File: config.mk
export PLATFORM = sky130hd
export DESIGN_NAME = wb_frame_fetch_flat
export DESIGN_NICKNAME = d
export VERILOG_FILES = /design/src/rtl/wb_fetch_pkg.sv /design/src/rtl/wb_frame_fetch_if.sv /design/src/rtl/sync_fifo_fwft.sv /design/src/rtl/wb_frame_fetch.sv /design/src/flat_wrapper.sv
export SDC_FILE = /design/constraint.sdc
export NUM_CORES = 1
export LEC_CHECK = 0
export CORE_ASPECT_RATIO = 0.6
export CORE_MARGIN = 2
export CORE_UTILIZATION = 60
export DETAILED_ROUTE_END_ITERATION = 6
export MAX_ROUTING_LAYER = met4
export PLACE_DENSITY = 0.83
export SYNTH_ARGS = -nofsm -noshare
export SYNTH_HDL_FRONTEND = slang
export SYNTH_SLANG_ARGS = --single-unit
export TNS_END_PERCENT = 5
File: constraint.sdc
create_clock -name clk -period 12.4 [get_ports clk]
set_input_delay 3.1 -clock clk [delete_from_list [all_inputs] [get_ports clk]]
set_output_delay 3.1 -clock clk [all_outputs]
set_load 0.03 [all_outputs]
File: src/rtl/wb_fetch_pkg.sv
// ---------------------------------------------------------------------------
// wb_fetch_pkg
// Shared definitions for the Wishbone frame fetcher:
//   fetch_state_t : FSM state encoding (IDLE, REQ, ACKW, DONE)
//   WB_SEL_ALL    : byte-select value for full 32-bit reads
//   WORD_BYTES    : address increment between consecutive words
// ---------------------------------------------------------------------------
package wb_fetch_pkg;

  typedef enum logic [1:0] {
    IDLE = 2'd0,
    REQ  = 2'd1,
    ACKW = 2'd2,
    DONE = 2'd3
  } fetch_state_t;

  localparam logic [3:0]  WB_SEL_ALL = 4'b1111;
  localparam logic [31:0] WORD_BYTES = 32'd4;

endpackage

File: src/rtl/wb_frame_fetch_if.sv
// ---------------------------------------------------------------------------
// wb_frame_fetch_if
// Wishbone classic read-master bus bundle used by wb_frame_fetch.
//   wb_cyc_o, wb_stb_o : cycle / strobe          (master -> slave)
//   wb_we_o            : write enable, always 0  (master -> slave)
//   wb_adr_o[31:0]     : byte address            (master -> slave)
//   wb_sel_o[3:0]      : byte selects            (master -> slave)
//   wb_dat_i[31:0]     : read data               (slave -> master)
//   wb_ack_i           : transfer acknowledge    (slave -> master)
// Modports: master (the fetcher), slave (memory / bus model).
// ---------------------------------------------------------------------------
interface wb_frame_fetch_if;

  logic        wb_cyc_o;
  logic        wb_stb_o;
  logic        wb_we_o;
  logic [31:0] wb_adr_o;
  logic [3:0]  wb_sel_o;
  logic [31:0] wb_dat_i;
  logic        wb_ack_i;

  modport master (
    output wb_cyc_o,
    output wb_stb_o,
    output wb_we_o,
    output wb_adr_o,
    output wb_sel_o,
    input  wb_dat_i,
    input  wb_ack_i
  );

  modport slave (
    input  wb_cyc_o,
    input  wb_stb_o,
    input  wb_we_o,
    input  wb_adr_o,
    input  wb_sel_o,
    output wb_dat_i,
    output wb_ack_i
  );

endinterface

File: src/rtl/sync_fifo_fwft.sv
// ---------------------------------------------------------------------------
// sync_fifo_fwft
// Single-clock first-word-fall-through FIFO.
//   clk, reset     : clock, synchronous active-high reset (empties the FIFO)
//   wr_en, wr_data : push one word (ignored when full)
//   rd_en          : pop the head word (ignored when empty)
//   rd_data        : head word, valid whenever empty is low
//   full, empty    : occupancy flags
//   count          : number of stored words, 0..DEPTH
// DEPTH must be a power of two so the pointers wrap naturally.
// The head word is read combinationally from the storage array so it is
// visible in the cycle right after it is written; with the small depths
// used here this maps to distributed RAM.
// ---------------------------------------------------------------------------
module sync_fifo_fwft #(
  parameter  int WIDTH = 32,
  parameter  int DEPTH = 8,
  localparam int AW    = $clog2(DEPTH)
) (
  input  logic             clk,
  input  logic             reset,
  input  logic             wr_en,
  input  logic [WIDTH-1:0] wr_data,
  input  logic             rd_en,
  output logic [WIDTH-1:0] rd_data,
  output logic             full,
  output logic             empty,
  output logic [AW:0]      count
);

  logic [WIDTH-1:0] mem [DEPTH];
  logic [AW-1:0]    wr_ptr_reg;
  logic [AW-1:0]    rd_ptr_reg;
  logic [AW:0]      count_reg;
  logic             wr_fire;
  logic             rd_fire;

  assign full    = (count_reg == (AW+1)'(DEPTH));
  assign empty   = (count_reg == '0);
  assign count   = count_reg;
  assign rd_data = mem[rd_ptr_reg];

  assign wr_fire = wr_en && !full;
  assign rd_fire = rd_en && !empty;

  // Storage carries no reset; validity is tracked by the pointers alone.
  always_ff @(posedge clk) begin
    if (wr_fire) begin
      mem[wr_ptr_reg] <= wr_data;
    end
  end

  always_ff @(posedge clk) begin
    if (reset) begin
      wr_ptr_reg <= '0;
      rd_ptr_reg <= '0;
      count_reg  <= '0;
    end else begin
      if (wr_fire) begin
        wr_ptr_reg <= wr_ptr_reg + 1'b1;
      end
      if (rd_fire) begin
        rd_ptr_reg <= rd_ptr_reg + 1'b1;
      end
      // Simultaneous push and pop leave the occupancy unchanged.
      case ({wr_fire, rd_fire})
        2'b10:   count_reg <= count_reg + 1'b1;
        2'b01:   count_reg <= count_reg - 1'b1;
        default: count_reg <= count_reg;
      endcase
    end
  end

endmodule

File: src/rtl/wb_frame_fetch.sv
// ---------------------------------------------------------------------------
// wb_frame_fetch
// Reads word_count consecutive 32-bit words over Wishbone starting at
// base_adr and streams them out through a first-word-fall-through FIFO.
// One transfer is outstanding at a time; cyc/stb drop for at least one cycle
// after every ack. A new bus request is only issued when the FIFO has a free
// slot, so a stalled consumer throttles the bus instead of losing data.
//
// Ports:
//   clk, reset        : clock, synchronous active-high reset
//   start             : one-cycle fetch request, honoured only when idle
//   base_adr[31:0]    : byte address of first word (bits [1:0] ignored)
//   word_count        : words to fetch (0 = finish immediately, no bus cycle)
//   busy              : fetch in progress
//   done              : one-cycle pulse on completion or abort
//   error             : sticky abort flag, cleared by the next start
//   wb                : Wishbone read master (wb_frame_fetch_if.master)
//   out_valid/out_data/out_ready : output word stream
//
// Build option: define WB_FRAME_FETCH_TIMEOUT_EN to abort a transfer whose
// ack has not arrived after TIMEOUT cycles in ACKW. Without it ACKW waits
// forever and error stays 0.
// ---------------------------------------------------------------------------
module wb_frame_fetch
  import wb_fetch_pkg::*;
#(
  parameter int FIFO_DEPTH = 8,
  parameter int LEN_WIDTH  = 16,
  parameter int TIMEOUT    = 255
) (
  input  logic                 clk,
  input  logic                 reset,
  input  logic                 start,
  input  logic [31:0]          base_adr,
  input  logic [LEN_WIDTH-1:0] word_count,
  output logic                 busy,
  output logic                 done,
  output logic                 error,
  wb_frame_fetch_if.master     wb,
  output logic                 out_valid,
  output logic [31:0]          out_data,
  input  logic                 out_ready
);

  localparam int AW = $clog2(FIFO_DEPTH);

  fetch_state_t         state_reg;
  logic [31:0]          adr_reg;
  logic [LEN_WIDTH-1:0] remain_reg;
  logic                 cyc_reg;
  logic                 busy_reg;
  logic                 done_reg;

  logic                 fifo_wr;
  logic                 fifo_full;
  logic                 fifo_empty;
  logic [AW:0]          fifo_count;
  logic [AW:0]          fifo_free;
  logic                 fifo_room;
  logic                 ack_hit;

  // An ack only counts while our own transfer is outstanding.
  assign ack_hit   = (state_reg == ACKW) && wb.wb_ack_i;
  assign fifo_wr   = ack_hit && !fifo_full;
  assign fifo_free = (AW+1)'(FIFO_DEPTH) - fifo_count;
  assign fifo_room = (fifo_free != '0);

  sync_fifo_fwft #(
    .WIDTH (32),
    .DEPTH (FIFO_DEPTH)
  ) u_fifo (
    .clk     (clk),
    .reset   (reset),
    .wr_en   (fifo_wr),
    .wr_data (wb.wb_dat_i),
    .rd_en   (out_ready),
    .rd_data (out_data),
    .full    (fifo_full),
    .empty   (fifo_empty),
    .count   (fifo_count)
  );

  assign out_valid = !fifo_empty;

`ifdef WB_FRAME_FETCH_TIMEOUT_EN
  localparam int TW = $clog2(TIMEOUT + 1);

  logic [TW-1:0] to_cnt_reg;
  logic          error_reg;

  assign error = error_reg;
`else
  assign error = 1'b0;
`endif

  always_ff @(posedge clk) begin
    if (reset) begin
      state_reg  <= IDLE;
      adr_reg    <= '0;
      remain_reg <= '0;
      cyc_reg    <= 1'b0;
      busy_reg   <= 1'b0;
      done_reg   <= 1'b0;
`ifdef WB_FRAME_FETCH_TIMEOUT_EN
      to_cnt_reg <= '0;
      error_reg  <= 1'b0;
`endif
    end else begin
      done_reg <= 1'b0;
      case (state_reg)
        IDLE: begin
          if (start) begin
            adr_reg    <= base_adr & ~32'h3;
            remain_reg <= word_count;
            busy_reg   <= 1'b1;
`ifdef WB_FRAME_FETCH_TIMEOUT_EN
            error_reg  <= 1'b0;
`endif
            state_reg  <= (word_count == '0) ? DONE : REQ;
          end
        end

        REQ: begin
          // Only request when the returning word is guaranteed a FIFO slot.
          if (fifo_room) begin
            cyc_reg    <= 1'b1;
            state_reg  <= ACKW;
`ifdef WB_FRAME_FETCH_TIMEOUT_EN
            to_cnt_reg <= '0;
`endif
          end
        end

        ACKW: begin
          if (wb.wb_ack_i) begin
            cyc_reg    <= 1'b0;
            adr_reg    <= adr_reg + WORD_BYTES;
            remain_reg <= remain_reg - 1'b1;
            state_reg  <= (remain_reg == LEN_WIDTH'(1)) ? DONE : REQ;
          end
`ifdef WB_FRAME_FETCH_TIMEOUT_EN
          else if (to_cnt_reg == TW'(TIMEOUT - 1)) begin
            // Abandon the transfer; words already fetched stay in the FIFO.
            cyc_reg   <= 1'b0;
            error_reg <= 1'b1;
            state_reg <= DONE;
          end else begin
            to_cnt_reg <= to_cnt_reg + 1'b1;
          end
`endif
        end

        DONE: begin
          done_reg  <= 1'b1;
          busy_reg  <= 1'b0;
          state_reg <= IDLE;
        end

        default: begin
          state_reg <= IDLE;
        end
      endcase
    end
  end

  assign busy        = busy_reg;
  assign done        = done_reg;
  assign wb.wb_cyc_o = cyc_reg;
  assign wb.wb_stb_o = cyc_reg;
  assign wb.wb_we_o  = 1'b0;
  assign wb.wb_adr_o = adr_reg;
  assign wb.wb_sel_o = WB_SEL_ALL;

endmodule

File: src/flat_wrapper.sv
// flat-port wrapper written by rule: the top's interface ports become plain ports
module wb_frame_fetch_flat import wb_fetch_pkg::*;
#(
  parameter int FIFO_DEPTH = 8,
  parameter int LEN_WIDTH  = 16,
  parameter int TIMEOUT    = 255
)
  (clk, reset, start, base_adr, word_count, busy, done, error, out_valid, out_data, out_ready, wb_wb_cyc_o, wb_wb_stb_o, wb_wb_we_o, wb_wb_adr_o, wb_wb_sel_o, wb_wb_dat_i, wb_wb_ack_i);
  wb_frame_fetch_if wb_i ();
  input  logic clk;
  input  logic reset;
  input  logic start;
  input  logic [31:0] base_adr;
  input  logic [LEN_WIDTH-1:0] word_count;
  output logic busy;
  output logic done;
  output logic error;
  output logic out_valid;
  output logic [31:0] out_data;
  input  logic out_ready;
  output wire logic [$bits(wb_i.wb_cyc_o)-1:0] wb_wb_cyc_o;
  output wire logic [$bits(wb_i.wb_stb_o)-1:0] wb_wb_stb_o;
  output wire logic [$bits(wb_i.wb_we_o)-1:0] wb_wb_we_o;
  output wire logic [$bits(wb_i.wb_adr_o)-1:0] wb_wb_adr_o;
  output wire logic [$bits(wb_i.wb_sel_o)-1:0] wb_wb_sel_o;
  input wire logic [$bits(wb_i.wb_dat_i)-1:0] wb_wb_dat_i;
  input wire logic [$bits(wb_i.wb_ack_i)-1:0] wb_wb_ack_i;
  assign wb_wb_cyc_o = wb_i.wb_cyc_o;
  assign wb_wb_stb_o = wb_i.wb_stb_o;
  assign wb_wb_we_o = wb_i.wb_we_o;
  assign wb_wb_adr_o = wb_i.wb_adr_o;
  assign wb_wb_sel_o = wb_i.wb_sel_o;
  assign wb_i.wb_dat_i = wb_wb_dat_i;
  assign wb_i.wb_ack_i = wb_wb_ack_i;
  wb_frame_fetch #(.FIFO_DEPTH(FIFO_DEPTH), .LEN_WIDTH(LEN_WIDTH), .TIMEOUT(TIMEOUT)) u_core (.clk(clk), .reset(reset), .start(start), .base_adr(base_adr), .word_count(word_count), .busy(busy), .done(done), .error(error), .wb(wb_i), .out_valid(out_valid), .out_data(out_data), .out_ready(out_ready));
endmodule
Word-level counts from Yosys, hierarchy flattened
Memories as Yosys holds them, arrays and structs flattened. A register that Yosys moved wholly into a read port is not among the register bits.
Cells that the tools add are included.
{"block": "classes", "n_addsub": 7, "mul": 0, "div_mod_pow": 0, "n_lt_le_gt_ge": 0, "n_eq_ne": 10, "shifts": 0, "muxes": 23, "bitwise_logic": 0, "reduce_logical": 18}
{"cell": "$mux W32", "count": 2}
{"cell": "$pmux W32 S2", "count": 1}
{"cell": "$add A32 B3 Y32 const B", "count": 1}
{"cell": "$mux W16", "count": 2}
{"cell": "$pmux W16 S2", "count": 1}
{"cell": "$eq A16 B1 Y1 const B", "count": 1}
{"cell": "$logic_not A16 Y1", "count": 1}
{"cell": "$sub A16 B1 Y16 const B", "count": 1}
{"cell": "$mux W2", "count": 5}
{"cell": "$reduce_and A3 Y1", "count": 3}
{"cell": "$pmux W2 S4", "count": 1}
{"cell": "$pmux W4 S2", "count": 1}
{"cell": "$reduce_bool A2 Y1", "count": 4}
{"cell": "$add A3 B1 Y3 const B", "count": 2}
{"cell": "$eq A2 B2 Y1 const B", "count": 3}
{"cell": "$mux W1", "count": 6}
{"cell": "$mux W3", "count": 2}
{"cell": "$add A4 B1 Y4 const B", "count": 1}
{"cell": "$eq A2 B1 Y1 const B", "count": 2}
{"cell": "$eq A4 B4 Y1 const B", "count": 1}
{"cell": "$logic_and A1 B1 Y1", "count": 4}
{"cell": "$logic_not A4 Y1", "count": 1}
{"cell": "$ne A2 B2 Y1 const B", "count": 2}
{"cell": "$pmux W1 S2", "count": 2}
{"cell": "7 further kinds", "count": 8}
{"block": "totals", "regBits": 63, "latchBits": 0, "ramBits": 256, "romBits": 0, "in_bits": 85, "out_inout_bits": 75, "mem_count": 1}
{"memory": "u_core.u_fifo.mem", "words": 8, "width": 32, "read_ports": 1, "rd_ports_with_merged_regs": 1, "wr": 1, "line_no": "sync_fifo_fwft.sv:31", "source": "logic [WIDTH-1:0] mem [DEPTH];"}

Longest topological paths before layout
Gate-level depths: netlist of the first run.
{"block": "logic_depth", "depth_word": 6, "ltp_mapped": 13, "ltp_nobuf": 11}

By module
Synthesis of the first run repeated with hierarchy kept, for this count alone.
{"block": "hier_totals", "cells_unflattened": 904, "hier_area_um2": 13853.3}
{"module": "sync_fifo_fwft", "n_inst": 1, "cells_each": 444, "area_per_inst_um2": 10542.6, "seq_area_each_um2": 7947.6}
{"module": "wb_frame_fetch", "n_inst": 1, "cells_each": 460, "area_per_inst_um2": 3310.7, "seq_area_each_um2": 1021.0}

Least setup slack after synthesis of the first run
No wires, ideal clock.
{"block": "synth_timing", "path_kind": "input-to-reg", "from": "in wb_wb_ack_i", "to": "mem u_core.u_fifo.mem[0][0] (enable)", "arrival_time_ns": 5.826, "t_required_ns": 11.939, "setup_slack_ns": 6.113, "stages": 4, "path_buffers": 1, "path_cell_list": "buf_2 > and3_1 > nand2b_1 > nor3_1"}
{"block": "synth_between", "elab_chain_len": 5}
{"item": "start, declared", "line_no": "flat_wrapper.sv:27", "source": "input wire logic [$bits(wb_i.wb_ack_i)-1:0] wb_wb_ack_i;"}
{"item": "$logic_and A1 B1 Y1", "line_no": "wb_frame_fetch.sv:63", "source": "assign ack_hit = (state_reg == ACKW) && wb.wb_ack_i;"}
{"item": "$logic_and A1 B1 Y1", "line_no": "wb_frame_fetch.sv:64", "source": "assign fifo_wr = ack_hit && !fifo_full;"}
{"item": "$logic_and A1 B1 Y1", "line_no": "sync_fifo_fwft.sv:43", "source": "assign wr_fire = wr_en && !full;"}
{"item": "$mux W1", "line_no": "sync_fifo_fwft.sv:48", "source": "if (wr_fire) begin"}
{"item": "$mux W1 (implied by the code)", "line_no": "sync_fifo_fwft.sv:49", "source": "mem[wr_ptr_reg] <= wr_data;"}
{"item": "end, declared", "line_no": "sync_fifo_fwft.sv:31"}
Every way passes these cells.

==> run_results.csv, run 1 <==
group,metric,value,unit
sta,tns,0,ps
route,finalWirelength,30.89,mm
setup_path,cp_num_cells,4,
sta,setup_viol,0,
power_and_ir_drop,swShare,21.98,%
setup_path,critPathMaxStageDelay,710,ps
grt,groute.usage.overall,27.28,%
hold_path,whs_path_depth,2,
setup_path,start_kind,"flip-flop",
power_and_ir_drop,vdd_ir_drop_max,0.09763,mV
place,gp_congestion,0.9296,
setup_path,crit_buf_inv,2,
logic_synthesis,ys_seq_area_share,65.65,%
logic_synthesis,ys_ff_latch,320,
power_and_ir_drop,powerDensity,139.9,nW/um2
floorplanning,num_rows,42,
logic_synthesis,ys.flop_type,"edfxtp_1",
place,dpl_worst_slack,6310,ps
floorplanning,core_area,22180,um2
sta,slew_violations,0,
route,drc,0,
route,vias_per_cell,6.212,
sta,rsz0062_at_grt,"no",
clock_network,insertion_delay,550,ps
sta,max_freq,151.3,MHz
finish,regArea,8975,um2
finish,area_growth,20.00,%
setup_path,r2r_cells,12,
place,dpl_cell_area,15440,um2
route,first_iter_violations,810,
clock_network,cts_tree,"built",
setup_path,cp.arrival,3510,ps
setup_path,critPathSlowestCell,"dfxtp_4",
clock_network,postCtsSetupRepairBufs,0,
route,vias,8511,
setup_path,required,9300,ps
finish,drive_gt1_share,17.98,%
sta,period_share,53.31,%
power_and_ir_drop,seq_power_share,52.2,%
floorplanning,initial_core_util,61.60,%
sta,timing.hold.ws,480.8,ps
logic_synthesis,yosys_warnings,0,
sta,timing.final.crit_period,6611,ps
clock_network,ctsHoldBuffers,0,
logic_synthesis,synth_top_area_share,56.27,%
finish,layout_commonest_cell,"edfxtp_1",
hold_path,hp-class,"flip-flop to flip-flop",
setup_path,r2r-start,"u_core.state_reg[0]",
finish,multiInputGateArea,4413,um2
clock_network,cts_buffers,28,
grt,grt.overflow.total,0,
run,maxCapViolCount,0,
sta,slew_headroom,32.85,%
power_and_ir_drop,clockPowerShare,39.2,%
sta,worst_slew_pin_slew,1007,ps
logic_synthesis,synth_cells,901,
sta,setup_ws,5789,ps
setup_path,crit_chain,"buf_4 -> mux4_2 -> mux2_2 -> clkdlybuf4s50_1",
power_and_ir_drop,total_power,0.002293,W
grt,grt_max_degree,65,
floorplanning,pin_count,160,
clock_network,post_cts_resized,0,
logic_synthesis,avgSynthCellArea,15.16,um2
sta,finClkSkew,8.908,ps
place,dp_hpwl,19.10,mm
grt,antenna_found_initial,0,
logic_synthesis,synth_cell_types,73,
finish,fillCellCount,1357,
power_and_ir_drop,comb_power_share,8.7,%
logic_synthesis,yosys-top-cells-area,"edfxtp_1 56%, mux4_2 11%, dfxtp_1 9.4%",
place,port-buffer-count,149,
power_and_ir_drop,leakage,5.318,nW
finish,antenna_cells,0,
floorplanning,fp.dieH,120.9,um
logic_synthesis,synth_edf_count,256,
hold_path,hp-start,"u_core.u_fifo.rd_ptr_reg[1]",
finish,fin_area,16390,um2
route,firstDrtPassIters,5,
floorplanning,fp.dieArea,24030,um2
clock_network,clock_sink_count,320,
finish,largest_register_ffs,256,
power_and_ir_drop,p_int,0.001789,W
route,ant_nets,0,
clock_network,cts-root-buf,"clkbuf_16",
grt,grt_pass1_wl,47.69,mm
run_status,run_status,"complete, no violations",
clock_network,h-tree-depth,1,
floorplanning,die_width,198.8,um
setup_path,endpoint_kind,"output pin",
finish,final_cell_mix,"256 x edfxtp_1, 148 x clkdlybuf4s50_1, 64 x mux4_2",
sta,hold_viol_final,0,
power_and_ir_drop,p_sw,0.0005042,W
clock_network,clkTransAtPathRegs,60,ps
route,wl_per_cell,22.54,um
setup_path,critPathMaxFanout,36,
clock_network,cts_max_path_buffers,3,
logic_synthesis,synth_top_area_cell,"edfxtp_1",
finish,nets,1133,
setup_path,criticalPathCategory,"flip-flop to output pin",
logic_synthesis,synthesis.area,13660,um2
grt,grt_pass1_vias,8243,
setup_path,crit_family,"buffers and inverters",
logic_synthesis,postSynth.asyncResetShare,0,%
[worst register-to-register path, stage by stage (launching register included)]
cell and delay [ps]:
dfxtp_1 560, nor2b_2 190, buf_4 380, and3_1 320
inv_1 110, ha_1 260, nor2b_1 150, or2_2 300
ha_1 180, a21oi_1 140, xor2_1 90, or3_1 310
a21oi_1 140
[routing by layer]
layer	GRT usage, %	share of wire (%)	up-vias
met2	38.26	44	380
met3	4.947	8.1	43
met4	4.478	1.6	0
met1	42.85	46	4248
li1	-	-	3840
met5	-	0	-
[through the flow]
step,instances,utilization (%)
floorplan,907,-
global route,1370,73.92
finish,1370,73.92
global placement,1318,69.61
detailed placement,1318,69.61
CTS,1370,73.92
[cell usage after synthesis (10+ instances only)]
master and number:
nand2_1 48, nand4_1 13, mux4_2 64, buf_4 10, mux2_2 35, a22oi_1 10, nand3_1 22, nor2_1 63
buf_2 14, edfxtp_1 256, o21ai_0 24, clkbuf_1 29, nor3_1 15, inv_1 15, a21oi_1 46, dfxtp_1 64
[power groups by stage]
stage	Combinational [W]	Clock [W]	Sequential, W
after floorplan	0.000107	0	0.00123
after global placement	0.000193	0	0.00122
after detailed placement	0.000197	0	0.00122
after CTS	0.000198	0.000912	0.00120
after global routing	0.000214	0.000950	0.00120
final	0.000199	0.000898	0.00120
[final cells by class]
type,instances,share of cell area [%]
flip-flops and latches,320,54.75
multi-input cells,510,26.92
repair buffers,165,9.800
clock buffers,44,5.137
well taps,308,2.351
clock inverters,8,0.7022
inverters,15,0.3435
[final timing paths]
check	slack, ps	to
max	5790	out_data[4]
min	480	flip-flop
max reg2reg	9200	u_core.u_fifo.count[2]
min reg2reg	480	flip-flop
[cells by family (layout without fill, tap and decap cells)]
kind of cell	Yosys count	in the layout	synth area share, %
buffers and inverters	77	232	2.665
AND/OR/NAND/NOR	230	230	9.187
XOR/XNOR	6	6	0.3847
other	2	8	0.05498
flip-flops	320	320	65.65
multiplexers	106	106	13.95
AO/OA/AOI/OAI	152	152	7.373
adder cells (fa/ha/maj)	8	8	0.7328
Note: power is estimated with default switching activity, not from simulation.
==> run 2: changes to the inputs <==
CORE_UTILIZATION = 56   (was 60)
PLACE_DENSITY = 0.78   (was 0.83)
clock period = 6.9 ns   (was 12.4 ns; I/O delays follow)
==> run_results.csv, run 2 (same netlist as run 1, synthesis figures left out) <==
group,metric,value,unit
run_status,run_status,"finished, violations left",
run_status,violations,"design-rule violations",
floorplanning,initial_core_util,56.78,%
sta,setup_viol,0,
place,dpl_worst_slack,2189,ps
floorplanning,pin_count,160,
floorplanning,core_area,24060,um2
setup_path,required,5180,ps
floorplanning,fp.dieArea,25700,um2
finish,drive_gt1_share,18.44,%
power_and_ir_drop,vdd_ir_drop_max,0.3142,mV
finish,layout_commonest_cell,"edfxtp_1",
route,vias,8480,
clock_network,cts_tree,"built",
hold_path,hp-class,"flip-flop to flip-flop",
sta,finClkSkew,22.50,ps
route,first_iter_violations,795,
clock_network,h-tree-depth,1,
sta,slew_headroom,26.50,%
hold_path,min_to,"u_core.remain_reg[1]",
clock_network,post_cts_resized,0,
sta,setup_ws,1744,ps
grt,grt_pass1_wl,48.39,mm
clock_network,cts_buffers,29,
clock_network,postCtsSetupRepairBufs,0,
place,port-buffer-count,149,
clock_network,clock_sink_count,320,
setup_path,crit_chain,"buf_4 -> mux4_2 -> mux2_2 -> clkdlybuf4s50_1",
route,vias_per_cell,6.118,
finish,fillCellCount,1643,
finish,largest_register_ffs,256,
clock_network,ctsHoldBuffers,0,
finish,area_growth,19.99,%
finish,regArea,8975,um2
setup_path,criticalPathCategory,"flip-flop to output pin",
setup_path,r2r_cells,11,
grt,antenna_found_initial,1,
power_and_ir_drop,leakage,5.298,nW
sta,period_share,74.72,%
route,firstDrtPassIters,7,
power_and_ir_drop,powerDensity,249.8,nW/um2
setup_path,critPathSlowestCell,"dfxtp_4",
run,maxCapViolCount,0,
setup_path,cp.arrival,3430,ps
route,ant_nets,0,
route,finalWirelength,31.08,mm
clock_network,insertion_delay,560,ps
sta,worst_slew_pin_slew,1103,ps
grt,grt_pass1_vias,8303,
finish,nets,1133,
place,gp_congestion,0.9163,
sta,tns,0,ps
clock_network,clkTransAtPathRegs,60,ps
setup_path,r2r-start,"u_core.u_fifo.count[0]",
setup_path,crit_family,"buffers and inverters",
sta,timing.final.crit_period,5156,ps
floorplanning,num_rows,44,
floorplanning,fp.dieH,125.0,um
floorplanning,die_width,205.6,um
hold_path,whs_path_depth,2,
setup_path,endpoint_kind,"output pin",
route,drc,2,
setup_path,crit_buf_inv,2,
setup_path,start_kind,"flip-flop",
grt,grt.overflow.total,0,
sta,max_freq,194.0,MHz
place,dp_hpwl,19.05,mm
clock_network,cts_max_path_buffers,3,
sta,rsz0062_at_grt,"no",
finish,multiInputGateArea,4413,um2
route,wl_per_cell,22.42,um
sta,hold_viol_final,0,
sta,timing.hold.ws,490.2,ps
grt,groute.usage.overall,25.47,%
setup_path,r2r-end,"u_core.u_fifo.count[2]",
finish,post-route-util,68.13,%
sta,slew_violations,0,
setup_path,rrSetupSlack,3820,ps
clock_network,cts-root-buf,"clkbuf_16",
grt,grt_max_degree,65,
setup_path,critPathMaxStageDelay,960,ps
setup_path,critPathMaxFanout,47,
hold_path,hp-start,"u_core.remain_reg[1]",
finish,final_cell_mix,"256 x edfxtp_1, 148 x clkdlybuf4s50_1, 64 x mux4_2",
[run 2: cell count changes in the layout (fill, tap and decap cells not counted)]
cell / change
clkbuf_8: -6
inv_6: +1
clkinv_4: +3
clkinv_1: +2
clkinv_2: +4
clkinvlp_4: +3
diode_2: +1
clkbuf_1: -6
clkinvlp_2: +1
buf_4: -1
[run 2: worst max-delay path by stage]
| stage | startpoint | endpoint | cells past startpoint |
|---|---|---|---|
| floorplan | wb_wb_ack_i | u_core.u_fifo.mem[0][0] | 4 |
| global placement | flip-flop | out_data[3] | 4 |
| detailed placement | flip-flop | out_data[6] | 4 |
| CTS | flip-flop | out_data[7] | 4 |
| global route | flip-flop | out_data[7] | 4 |
| finish | flip-flop | out_data[6] | 4 |
[run 2: routing by layer]
layer  GRT usage [%]  vias up  share of wire [%]
met5               -        -                  0
met1           39.50     4229                 46
li1                -     3844                  -
met4           4.655        0                1.7
met3           5.109       55                7.8
met2           35.47      352                 45
[run 2: area by class of cell]
type	instances	area share [%]
antenna	1	0.01527
clock buffer	32	4.496
clock inverter	22	1.252
inverter	15	0.3435
multi-input combinational	510	26.92
sequential	320	54.76
tap	322	2.458
timing repair buffer	164	9.756
[run 2: through the flow]
| stage | total power, W | cell area [um2] | std cells |
|---|---|---|---|
| floorplan | 0.002395 | 13680 | 907 |
| global placement | 0.002538 | 15450 | 1331 |
| detailed placement | 0.002546 | 15450 | 1331 |
| finish | 0.004094 | 16390 | 1386 |
| CTS | 0.004119 | 16390 | 1385 |
| global route | 0.004231 | 16390 | 1386 |
[run 2: where the power goes]
group	total [W]	internal, W	switching, W
Combinational	0.000357	0.000161	0.000195
Sequential	0.00215	0.00211	0.0000471
Clock	0.00158	0.000888	0.000696
Total	0.00409	0.00316	0.000938
[run 2: tightest hold or removal path, delay by kind of cell, from the launching register on]
family           cells  cell delay (ps)
AO/OA/AOI/OAI        1               50
AND/OR/NAND/NOR      1               60
flip-flops           1              340
==> run 3: changes to the inputs <==
CORE_UTILIZATION = 51   (was 56)
PLACE_DENSITY = 0.75   (was 0.78)
clock period = 4.3 ns   (was 6.9 ns; I/O delays follow)
==> run_results.csv, run 3 (same netlist as run 1, synthesis figures left out) <==
group,metric,value,unit
power_and_ir_drop,powerDensity,403.0,nW/um2
route,drc,0,
setup_path,start_kind,"flip-flop",
place,gp_congestion,0.8930,
hold_path,hp-start,"u_core.u_fifo.rd_ptr_reg[1]",
setup_path,r2r-start,"u_core.u_fifo.count[0]",
clock_network,clock_sink_count,320,
setup_path,crit_buf_inv,2,
hold_path,hp-class,"flip-flop to flip-flop",
finish,fin_area,16620,um2
route,firstDrtPassIters,5,
floorplanning,die_width,215.3,um
grt,grt_pass1_vias,8042,
setup_path,endpoint_kind,"output pin",
setup_path,cp.arrival,2880,ps
floorplanning,core_area,26360,um2
setup_path,criticalPathCategory,"flip-flop to output pin",
sta,tns,0,ps
sta,worst_slew_pin_slew,662.3,ps
floorplanning,initial_core_util,51.82,%
floorplanning,fp.dieH,130.8,um
power_and_ir_drop,total_power,0.006696,W
sta,slew_headroom,55.85,%
route,ant_nets,0,
clock_network,cts-root-buf,"clkbuf_16",
setup_path,r2r-end,"u_core.u_fifo.count[2]",
route,vias_per_cell,5.924,
clock_network,insertion_delay,550,ps
floorplanning,pin_count,160,
sta,setup_ws,347.0,ps
sta,finClkSkew,17.31,ps
sta,period_share,91.93,%
grt,groute.usage.overall,22.73,%
hold_path,whs_path_depth,2,
sta,rsz0062_at_grt,"no",
sta,slew_violations,0,
grt,grt_pass1_wl,47.29,mm
power_and_ir_drop,vdd_ir_drop_max,0.3087,mV
clock_network,cts_buffers,29,
finish,final_cells,1428,
setup_path,rrSetupSlack,1240,ps
finish,final_cell_mix,"256 x edfxtp_1, 148 x clkdlybuf4s50_1, 64 x mux4_2",
place,dp_hpwl,18.99,mm
power_and_ir_drop,leakage,5.382,nW
floorplanning,num_rows,46,
grt,grt_max_degree,65,
clock_network,ctsHoldBuffers,0,
finish,largest_register_ffs,256,
clock_network,postCtsSetupRepairBufs,0,
finish,nets,1139,
setup_path,crit_family,"buffers and inverters",
sta,hold_viol_final,0,
sta,max_freq,253.0,MHz
sta,setup_viol,0,
clock_network,h-tree-depth,1,
setup_path,crit_chain,"buf_12 -> mux4_2 -> mux2_2 -> clkdlybuf4s50_1",
setup_path,critPathSlowestCell,"clkdlybuf4s50_1",
finish,area_growth,21.63,%
finish,layout_commonest_cell,"edfxtp_1",
place,dpl_worst_slack,601.2,ps
clock_network,cts_tree,"built",
grt,antenna_found_initial,0,
place,port-buffer-count,149,
route,wl_per_cell,21.93,um
route,first_iter_violations,870,
run_status,run_status,"complete, no violations",
route,finalWirelength,31.32,mm
floorplanning,fp.dieArea,28150,um2
place,dp_cells,1375,
setup_path,required,3220,ps
setup_path,critPathMaxFanout,32,
finish,drive_gt1_share,18.73,%
sta,timing.final.crit_period,3953,ps
route,vias,8459,
place,dpl_cell_area,15640,um2
setup_path,critPathMaxStageDelay,600,ps
clock_network,clkTransAtPathRegs,60,ps
run,maxCapViolCount,0,
setup_path,r2r_cells,11,
finish,antenna_cells,0,
clock_network,cts_max_path_buffers,3,
clock_network,post_cts_resized,0,
grt,grt.overflow.total,0,
-- run 3: cell types whose count changed in the layout (fill, tap and decap cells not counted), moves of 2 or more --
cell / before / now
buf_4: 15 / 13
clkinv_4: 3 / 1
buf_12: 0 / 8
clkinv_1: 4 / 6
clkinvlp_4: 4 / 1
bufinv_16: 3 / 5
-- run 3: through the flow --
step | util, % | hold WS [ps]
floorplan | - | 454.1
global placement | 59.33 | 458.2
detailed placement | 59.33 | 470.9
CTS | 63.03 | 481.4
global route | 63.03 | 519.9
finish | 63.03 | 484.1
-- run 3: worst register-to-register path, stage by stage, from the launching register on --
cell     delay [ps]
dfxtp_1         370
or4b_2          750
and3_1          260
inv_1           130
ha_1            240
nor2b_1          80
or2_2           280
ha_1            180
a21oi_1         150
xor2_1           90
or3_1           310
a21oi_1         140
-- run 3: where the power goes --
group	total (W)	switching [W]	internal, W	leakage, nW
Clock	0.00266	0.00112	0.00154	0.482
Sequential	0.00344	0.0000627	0.00338	2.83
Combinational	0.000592	0.000327	0.000265	2.07
-- run 3: layout make-up --
class	instances	area (um2)
fillers	1903	9744
flip-flops and latches	320	8975
multi-input cells	510	4413
repair buffers	170	1744
clock buffers	31	733.2
well taps	360	450.4
clock inverters	22	244.0
inverters	15	56.30
-- run 3: metal layers --
metal  vias up  part of all wire [%]  global-route usage, %
li1       3870                     -                      -
met1      4219                    47                  34.42
met2       328                    44                  32.39
met3        42                   7.6                  4.074
met4         0                   1.7                  4.625
met5         -                     0                      -
-- run 3: how the worst max path moves through the flow --
stage | depth (start not counted) | to | slack, ps | from
floorplan | 4 | u_core.u_fifo.mem[0][0] | 40 | wb_wb_ack_i
global placement | 11 | u_core.u_fifo.count[2] | 640 | wb_wb_ack_i
detailed placement | 11 | u_core.u_fifo.count[2] | 600 | wb_wb_ack_i
CTS | 4 | out_data[28] | 290 | flip-flop
global route | 4 | out_data[28] | 220 | flip-flop
finish | 4 | out_data[28] | 350 | flip-flop
